[config.mk]
export PLATFORM = sky130hd
export DESIGN_NAME = lm32_tlb_csr_flat
export DESIGN_NICKNAME = d
export VERILOG_FILES = /design/src/rtl/lm32_tlb_csr_pkg.sv /design/src/rtl/lm32_tlb_csr_if.sv /design/src/rtl/lm32_tlb_csr.sv /design/src/flat_wrapper.sv
export SDC_FILE = /design/constraint.sdc
export NUM_CORES = 1
export LEC_CHECK = 0
export CELL_PAD_IN_SITES_DETAIL_PLACEMENT = 0
export CELL_PAD_IN_SITES_GLOBAL_PLACEMENT = 1
export CORE_AREA = 5 5 113 115
export CTS_BUF_LIST = sky130_fd_sc_hd__clkbuf_8
export CTS_CLUSTER_SIZE = 40
export DETAILED_ROUTE_END_ITERATION = 7
export DIE_AREA = 0 0 118 120
export PLACE_DENSITY_LB_ADDON = 0.15
export SLEW_MARGIN = 20
export SYNTH_ARGS = -nofsm -noshare
export SYNTH_HDL_FRONTEND = slang
export SYNTH_SLANG_ARGS = --single-unit
[constraint.sdc]
create_clock -name clk_i -period 2.4 [get_ports clk_i]
set_clock_uncertainty 0.2 [all_clocks]
set_input_delay 0.6 -clock clk_i [delete_from_list [all_inputs] [get_ports clk_i]]
set_output_delay 0.6 -clock clk_i [all_outputs]
set_load 0.01 [all_outputs]
[src/rtl/lm32_tlb_csr_pkg.sv]
// Shared constants for the DTLB CSR front end: CSR indices, TLBVADDR command codes, sequencer states.
package lm32_tlb_csr_pkg;

  localparam logic [4:0] LM32_CSR_TLBVADDR    = 5'h10;
  localparam logic [4:0] LM32_CSR_TLBPADDR    = 5'h11;
  localparam logic [4:0] LM32_CSR_TLBBADVADDR = 5'h12;
  localparam logic [4:0] LM32_CSR_TLBMISSCNT  = 5'h13;

  // Low three bits of a TLBVADDR write; any other code is a plain load.
  localparam logic [2:0] LM32_TLBC_CMD_LOAD       = 3'b000;
  localparam logic [2:0] LM32_TLBC_CMD_INVALIDATE = 3'b001;
  localparam logic [2:0] LM32_TLBC_CMD_FLUSH      = 3'b010;

  typedef enum logic [1:0] {
    LM32_TLBC_STATE_IDLE  = 2'd0,
    LM32_TLBC_STATE_ISSUE = 2'd1,
    LM32_TLBC_STATE_ARM   = 2'd2,
    LM32_TLBC_STATE_SWEEP = 2'd3
  } tlbc_state_t;

  function automatic logic [31:0] page_align(input logic [31:0] addr, input int unsigned offset_width);
    return addr & ~((32'd1 << offset_width) - 32'd1);
  endfunction

endpackage

[src/rtl/lm32_tlb_csr_if.sv]
// CSR bus, X-stage miss inputs and DTLB command outputs of the TLB CSR front end.
interface lm32_tlb_csr_if;
  logic [4:0]  csr_i;
  logic        csr_write_enable;
  logic [31:0] csr_write_data;
  logic [31:0] csr_read_data;
  logic        stall_x;
  logic [31:0] address_x;
  logic        dtlb_miss;
  logic        dtlb_stall_req;
  logic [31:0] tlbvaddr;
  logic [31:0] tlbpaddr;
  logic        update;
  logic        invalidate;
  logic        flush;
  logic        busy;
  logic        miss_exception;

  modport master (
    output csr_i, csr_write_enable, csr_write_data, stall_x, address_x, dtlb_miss, dtlb_stall_req,
    input  csr_read_data, tlbvaddr, tlbpaddr, update, invalidate, flush, busy, miss_exception
  );

  modport slave (
    input  csr_i, csr_write_enable, csr_write_data, stall_x, address_x, dtlb_miss, dtlb_stall_req,
    output csr_read_data, tlbvaddr, tlbpaddr, update, invalidate, flush, busy, miss_exception
  );
endinterface

[src/rtl/lm32_tlb_csr.sv]
// TLB CSR decode, DTLB command sequencer and miss capture for lm32_dtlb.
// Optional miss counter enabled by defining LM32_TLB_MISS_CNT_EN.
//
// state | meaning
// IDLE  | accepting CSR writes
// ISSUE | one strobe (update/invalidate/flush) asserted to the DTLB
// ARM   | flush issued, DTLB raising its stall request
// SWEEP | waiting for the DTLB flush sweep to finish
module lm32_tlb_csr
  import lm32_tlb_csr_pkg::*;
#(
  parameter int page_size = 4096,
  parameter int cnt_width = 16
) (
  input  logic           clk_i,
  input  logic           rst_i,
  lm32_tlb_csr_if.slave  bus
);

  localparam int unsigned offset_width = $clog2(page_size);

  tlbc_state_t state;
  logic [31:0] tlbvaddr_q, tlbpaddr_q, badvaddr, cnt_read, read_data;
  logic        update_q, invalidate_q, flush_q, busy_q, miss_exc_q;
  logic        idle_write, wr_vaddr, wr_paddr, miss_q;
  logic [2:0]  cmd;

  assign idle_write = bus.csr_write_enable && (state == LM32_TLBC_STATE_IDLE);
  assign wr_vaddr   = idle_write && (bus.csr_i == LM32_CSR_TLBVADDR);
  assign wr_paddr   = idle_write && (bus.csr_i == LM32_CSR_TLBPADDR);
  assign cmd        = bus.csr_write_data[2:0];
  assign miss_q     = bus.dtlb_miss && !bus.stall_x;

  always_ff @(posedge clk_i or negedge rst_i) begin
    if (!rst_i) begin
      state        <= LM32_TLBC_STATE_IDLE;
      tlbvaddr_q   <= '0;
      tlbpaddr_q   <= '0;
      update_q     <= 1'b0;
      invalidate_q <= 1'b0;
      flush_q      <= 1'b0;
      busy_q       <= 1'b0;
    end else begin
      update_q     <= 1'b0;
      invalidate_q <= 1'b0;
      flush_q      <= 1'b0;
      case (state)
        LM32_TLBC_STATE_IDLE: begin
          if (wr_vaddr) begin
            tlbvaddr_q <= page_align(bus.csr_write_data, offset_width);
            if (cmd == LM32_TLBC_CMD_INVALIDATE) begin
              invalidate_q <= 1'b1;
              busy_q       <= 1'b1;
              state        <= LM32_TLBC_STATE_ISSUE;
            end else if (cmd == LM32_TLBC_CMD_FLUSH) begin
              flush_q <= 1'b1;
              busy_q  <= 1'b1;
              state   <= LM32_TLBC_STATE_ISSUE;
            end
          end
          if (wr_paddr) begin
            tlbpaddr_q <= page_align(bus.csr_write_data, offset_width);
            update_q   <= 1'b1;
            busy_q     <= 1'b1;
            state      <= LM32_TLBC_STATE_ISSUE;
          end
        end
        // flush_q still holds the strobe issued this cycle
        LM32_TLBC_STATE_ISSUE: begin
          if (flush_q) begin
            state <= LM32_TLBC_STATE_ARM;
          end else begin
            busy_q <= 1'b0;
            state  <= LM32_TLBC_STATE_IDLE;
          end
        end
        LM32_TLBC_STATE_ARM: state <= LM32_TLBC_STATE_SWEEP;
        LM32_TLBC_STATE_SWEEP: begin
          if (!bus.dtlb_stall_req) begin
            busy_q <= 1'b0;
            state  <= LM32_TLBC_STATE_IDLE;
          end
        end
        default: begin
          busy_q <= 1'b0;
          state  <= LM32_TLBC_STATE_IDLE;
        end
      endcase
    end
  end

  // Misses are captured regardless of sequencer state.
  always_ff @(posedge clk_i or negedge rst_i) begin
    if (!rst_i) begin
      badvaddr   <= '0;
      miss_exc_q <= 1'b0;
    end else begin
      miss_exc_q <= miss_q;
      if (miss_q) badvaddr <= bus.address_x;
    end
  end

`ifdef LM32_TLB_MISS_CNT_EN
  logic [cnt_width-1:0] miss_cnt;
  logic                 wr_cnt;

  assign wr_cnt = idle_write && (bus.csr_i == LM32_CSR_TLBMISSCNT);

  always_ff @(posedge clk_i or negedge rst_i) begin
    if (!rst_i) begin
      miss_cnt <= '0;
    end else if (wr_cnt) begin
      miss_cnt <= miss_q ? cnt_width'(1) : '0;
    end else if (miss_q && (miss_cnt != '1)) begin
      miss_cnt <= miss_cnt + cnt_width'(1);
    end
  end

  assign cnt_read = 32'(miss_cnt);
`else
  logic [31:0] cnt_width_unused;
  assign cnt_width_unused = 32'(cnt_width);
  assign cnt_read         = '0;
`endif

  always_comb begin
    read_data = '0;
    case (bus.csr_i)
      LM32_CSR_TLBVADDR:    read_data = tlbvaddr_q;
      LM32_CSR_TLBPADDR:    read_data = tlbpaddr_q;
      LM32_CSR_TLBBADVADDR: read_data = badvaddr;
      LM32_CSR_TLBMISSCNT:  read_data = cnt_read;
      default:              read_data = '0;
    endcase
  end

  assign bus.csr_read_data  = read_data;
  assign bus.tlbvaddr       = tlbvaddr_q;
  assign bus.tlbpaddr       = tlbpaddr_q;
  assign bus.update         = update_q;
  assign bus.invalidate     = invalidate_q;
  assign bus.flush          = flush_q;
  assign bus.busy           = busy_q;
  assign bus.miss_exception = miss_exc_q;

endmodule

[src/flat_wrapper.sv]
// flat-port wrapper written by rule: the top's interface ports become plain ports
module lm32_tlb_csr_flat import lm32_tlb_csr_pkg::*;
#(
  parameter int page_size = 4096,
  parameter int cnt_width = 16
)
  (clk_i, rst_i, bus_csr_i, bus_csr_write_enable, bus_csr_write_data, bus_stall_x, bus_address_x, bus_dtlb_miss, bus_dtlb_stall_req, bus_csr_read_data, bus_tlbvaddr, bus_tlbpaddr, bus_update, bus_invalidate, bus_flush, bus_busy, bus_miss_exception);
  lm32_tlb_csr_if bus_i ();
  input  logic clk_i;
  input  logic rst_i;
  input wire logic [$bits(bus_i.csr_i)-1:0] bus_csr_i;
  input wire logic [$bits(bus_i.csr_write_enable)-1:0] bus_csr_write_enable;
  input wire logic [$bits(bus_i.csr_write_data)-1:0] bus_csr_write_data;
  input wire logic [$bits(bus_i.stall_x)-1:0] bus_stall_x;
  input wire logic [$bits(bus_i.address_x)-1:0] bus_address_x;
  input wire logic [$bits(bus_i.dtlb_miss)-1:0] bus_dtlb_miss;
  input wire logic [$bits(bus_i.dtlb_stall_req)-1:0] bus_dtlb_stall_req;
  output wire logic [$bits(bus_i.csr_read_data)-1:0] bus_csr_read_data;
  output wire logic [$bits(bus_i.tlbvaddr)-1:0] bus_tlbvaddr;
  output wire logic [$bits(bus_i.tlbpaddr)-1:0] bus_tlbpaddr;
  output wire logic [$bits(bus_i.update)-1:0] bus_update;
  output wire logic [$bits(bus_i.invalidate)-1:0] bus_invalidate;
  output wire logic [$bits(bus_i.flush)-1:0] bus_flush;
  output wire logic [$bits(bus_i.busy)-1:0] bus_busy;
  output wire logic [$bits(bus_i.miss_exception)-1:0] bus_miss_exception;
  assign bus_i.csr_i = bus_csr_i;
  assign bus_i.csr_write_enable = bus_csr_write_enable;
  assign bus_i.csr_write_data = bus_csr_write_data;
  assign bus_i.stall_x = bus_stall_x;
  assign bus_i.address_x = bus_address_x;
  assign bus_i.dtlb_miss = bus_dtlb_miss;
  assign bus_i.dtlb_stall_req = bus_dtlb_stall_req;
  assign bus_csr_read_data = bus_i.csr_read_data;
  assign bus_tlbvaddr = bus_i.tlbvaddr;
  assign bus_tlbpaddr = bus_i.tlbpaddr;
  assign bus_update = bus_i.update;
  assign bus_invalidate = bus_i.invalidate;
  assign bus_flush = bus_i.flush;
  assign bus_busy = bus_i.busy;
  assign bus_miss_exception = bus_i.miss_exception;
  lm32_tlb_csr #(.page_size(page_size), .cnt_width(cnt_width)) u_core (.clk_i(clk_i), .rst_i(rst_i), .bus(bus_i));
endmodule
* Yosys cells after proc, flatten, opt, wreduce, memory -nomap -nowiden *
Cells that the tools add are included.

cells by class
  eq/ne operators = 12
  reduce and logical (&&, ||, !) cells = 11
  muxes and demuxes = 24

operators with widths
  cell                                           count
  one-hot mux 32 bit (3 select lines)            1
  == test 5 bit, second input constant           3
  2-to-1 mux 1 bit                               15
  2-to-1 mux 2 bit                               6
  one-hot mux 2 bit (4 select lines)             1
  AND reduction 5 bit                            1
  == test 2 bit, second input constant           2
  logical AND 1 bit                              4
  != test 2 bit, second input constant           2
  != test 4 x 3 -> 1 bit, second input constant  1
  AND reduction 2 bit                            2
  == test 3 x 1 -> 1 bit, second input constant  1
  == test 3 x 2 -> 1 bit, second input constant  1
  != test 3 x 1 -> 1 bit, second input constant  1
  one-hot mux 1 bit (3 select lines)             1
  AND reduction 3 bit                            1
  nonzero test 3 bit                             1
  == test 2 x 1 -> 1 bit, second input constant  1
  zero test 2 bit                                1
  zero test 1 bit                                1

storage, ports and cells
  register bits = 79
  word-level logic and storage cells = 56
  output and inout bits = 101
  input port bits = 75

* Logic depth before layout (Yosys ltp) *
  word-level depth = 6
  depth in mapped cells = 6
  mapped depth without buffers = 3

* Worst setup path before layout *
OpenSTA, ideal clock, no wires.

  path type = in2reg
  from = in bus_csr_i[1]
  to = reg u_core.tlbvaddr_q[12], in the netlist u_core.bus.tlbvaddr[12]
  setup slack = -0.203 ns
  data required time = 2.075 ns
  library setup time = 0.125 ns
  stages on the path = 6
  path buffers = 3
  data arrival time = 2.278 ns
  path through = or4b_1 clkbuf_1 or4b_1 buf_2 buf_6 mux2_4

between the ends
  word-level cells in the longest chain between the ends = 3

RTL lines
  item                                  RTL line            source
  start: declaration                    flat_wrapper.sv:11  input wire logic [$bits(bus_i.csr_i)-1:0] bus_csr_i;
  == test 5 bit                         lm32_tlb_csr.sv:29  assign wr_vaddr = idle_write && (bus.csr_i == LM32_CSR_TLBVADDR);
  logical AND 1 bit                     lm32_tlb_csr.sv:29
  AND reduction 2 bit (no source line)  n/a
  end signal: assignment                lm32_tlb_csr.sv:50  tlbvaddr_q <= page_align(bus.csr_write_data, offset_width);
  end: declaration                      lm32_tlb_csr.sv:23  logic [31:0] tlbvaddr_q, tlbpaddr_q, badvaddr, cnt_read, read_data;

Every way passes these cells.
A chain may end at the register's enable or synchronous reset.

* Worst setup path after layout *
  from = in bus_csr_i[3]
  to = out bus_csr_read_data[12]

between the ends
  word-level cells in the longest chain between the ends = 2
  elaborated cells on any way between the ends = 4
  those cells by class = eq/ne: 3; mux: 1

RTL lines
  item                                     RTL line             source
  == test 5 bit                            lm32_tlb_csr.sv:128  case (bus.csr_i)
  one-hot mux 32 bit (3 select lines) (*)  lm32_tlb_csr.sv:128
  end: declaration                         flat_wrapper.sv:18   output wire logic [$bits(bus_i.csr_read_data)-1:0] bus_csr_read_data;

Every way passes the cells marked *; elsewhere a longest branch is shown, timed or not.

==> impl_metrics.tcl <==
set metrics [dict create \
    final.setup.tns_ps -6970 \
    die_x_um 118 \
    routedWlPerCell_um 18.9 \
    p_per_area_nw_per_um2 677 \
    ant_nets 0 \
    final_cell_mix "clkdlybuf4s50_1 (104), dfrtp_1 (79), mux2_2 (54)" \
    cts-hold-fix-buffers 0 \
    grt_pass1_wl_um 17300 \
    die_y_um 120 \
    wl_um 11000 \
    path_max_fanout 5 \
    use_met3_pct 6.41 \
    hold_violations 0 \
    syn_to_final_growth_pct 66.4 \
    yosysSeqAreaShare_pct 53.0 \
    cp_cell_sequence "buf_6 > or4b_4 > buf_6 > buf_16 > o2bb2ai_4 > buf_6" \
    grt-busiest-layer "met2" \
    slew_violations 0 \
    setup_violations 42 \
    grt_pass1_vias 2998 \
    tightest_slew_ps 575 \
    worst_slack_ps -265 \
    synth.top_cell.area_share_pct 53.0 \
    io_buffers 142 \
    start_kind "input port" \
    cpPeakStageDelay_ps 600 \
    worstReg2RegEnd "u_core.bus.tlbvaddr[25]" \
    endpoint_kind "primary output" \
    cp_num_buf_inv 4 \
    io_pins 176 \
    max_cap_viol_count 0 \
    final_common_cell "clkdlybuf4s50_1" \
    clkLatencyLatePin_ps 360 \
    vias 2684 \
    fin_crit_ps 2660 \
    grt_max_degree 43 \
    worstHoldPathType "input port to asynchronous set/reset pin" \
    max_freq_mhz 375 \
    place_ws_ps -1080 \
    drt-initial-drc-count 68 \
    status "complete, but fails checks" \
    fin_nets 507 \
    h-tree-depth 3 \
    fin_crit_sh_pct 111 \
    crit_family "simple AND/OR/NAND/NOR gates" \
    slew-limit-headroom_pct 61.7 \
    path_depth 6 \
    drc 0 \
    endpoint "bus_csr_read_data[12]" \
    first_pass_iters 4 \
    crit_path_top_delay_cell "or4b_4" \
    diodes 0 \
    ys_ff_latch 79 \
    use_met1_pct 19.9 \
    grtUsageMet2_pct 25.5 \
    num_rows 40 \
    path_class "input port to primary output" \
    r2r_start "u_core.state[0]" \
    max-vdd-ir-drop_mv 0.292 \
    cts_tree "built" \
    cts.sinks 79 \
    hpwl_um 7680 \
    syn_area_per_cell_um2 13.9 \
    synth_area_leaders "dfrtp_1 (53%), mux2_2 (16%), mux2_4 (7.2%)" \
    synth_cell_type_count 27 \
    synth_top_area_cell "dfrtp_1" \
    crit_start "bus_csr_i[3]" \
    stdcell_area_um2 6200 \
    clk_pin_slew_worst_paths_ps 80 \
    grt_overflow 0 \
    place_area_um2 5630 \
    syn-instance-count 268 \
    finalPower_mw 4.20 \
    violations "setup timing" \
    clock-root-buffer "clkbuf_8" \
    r2r_cells 4 \
    dieArea_um2 14200 \
    antenna_found_initial 0 \
    leakage_nw 2.79 \
    cts_buffers 9 \
    final_layout_size_suffix_gt1_share_pct 42.1 \
    grt.total_usage_pct 15.9 \
    gp_congestion 0.710 \
    rsz0062_at_grt "true" \
    netlist_area_um2 3730 \
    initial_core_util_pct 31.8 \
    via_per_inst 4.60 \
    critPathArrivalTime_ps 1860 \
    clk_path_buf_depth 2 \
    cp_common_cell "buf_6" \
    core_area_um2 11700 \
    required_ps 1600 \
    ys_warn_count 0 \
    r2r_slack_ps 310 \
]
## worst min path at each step
stage                     cells past startpoint                    endpoint  slack (ps)               start
after detailed placement                      1          u_core.badvaddr[0]         290  u_core.badvaddr[0]
after global routing                          1         u_core.badvaddr[14]          40               rst_i
after CTS                                     1         u_core.badvaddr[14]          20               rst_i
after global placement                        1          u_core.badvaddr[8]         280  u_core.badvaddr[8]
after floorplan                               0  asynchronous set/reset pin         100               rst_i
final                                         1         u_core.badvaddr[14]          20               rst_i
## Yosys cell counts
cell type  count
mux2_1         1
nor4b_1        2
mux2_4        18
and4b_1        1
nand2b_1       1
nor2_1         1
nand4bb_1      1
buf_2          1
and2_1        12
mux2_2        54
o31ai_1        1
conb_1         1
buf_4         24
buf_1          1
clkbuf_1      14
nor2b_1        2
dfrtp_1       79
xor2_1         1
o2bb2ai_1     20
mux2i_1       20
or4b_1         2
inv_1          2
o21ai_0        4
nand2_1        1
a21oi_1        1
nor4bb_1       1
buf_6          2
## per-layer routing
metal,routed length [µm],vias up,share of wire [%]
met3,850,9,7.7
met4,128,0,1.2
met2,5350,91,49
li1,-,1238,-
met1,4690,1346,43
met5,0,-,0
## stage by stage
stage / util (%) / hold WS (ps) / instances
finish: 53.0 / 16.6 / 584
global route: 53.0 / 43.2 / 584
CTS: 52.7 / 23.2 / 585
detailed placement: 48.1 / 289 / 556
global placement: 48.1 / 282 / 556
floorplan: - / 104 / 291
## worst reg2reg max path: stages, from the launching register on
cell     delay (ps)
dfrtp_1         400
nor2b_1         330
or4b_4          580
buf_12          180
mux2_4          300
## kinds of logic (layout without fill, tap and decap cells)
| logic type | Yosys count | after routing | synth area share, % |
|---|---|---|---|
| buffers and inverters | 44 | 190 | 7.28 |
| AOI/OAI and AO/OA | 26 | 26 | 5.57 |
| xor gates and xnor gates | 1 | 1 | 0.235 |
| other | 1 | 24 | 0.101 |
| muxes | 93 | 93 | 29.2 |
| DFF | 79 | 79 | 53.0 |
| and+or+nand+nor | 24 | 24 | 4.56 |
## sequential cells by signal (all words and copies together), names as in the netlist, named ones only
register / flops
u_core.badvaddr: 32
u_core.bus.tlbpaddr: 20
u_core.bus.tlbvaddr: 20
u_core.bus.busy: 1
u_core.bus.flush: 1
u_core.bus.invalidate: 1
u_core.bus.miss_exception: 1
u_core.bus.update: 1
u_core.state: 1
## report_power, final
part / total, mW / leakage (nW) / switching [mW] / internal [mW]
combinational: 1.03 / 1.65 / 0.387 / 0.640
sequential: 1.73 / 0.993 / 0.178 / 1.55
clock: 1.44 / 0.146 / 0.511 / 0.928
## layout make-up
type | instances | area (µm²)
clock buffers | 10 | 138
clock inverters | 6 | 155
fillers | 1053 | 5510
inverters | 2 | 7.51
multi-input cells | 168 | 1940
flip-flops and latches | 79 | 1980
well taps | 147 | 184
repair buffers | 172 | 1810
## timing repair
| item | CTS | global route |
|---|---|---|
| buffers inserted | 10 | 0 |
| setup endpoints to repair | 74 | 54 |
| gates cloned | 3 | 0 |
| pin swaps | 20 | 4 |
| resized for setup | 171 | 18 |
Power figures use the tool's default switching activity.
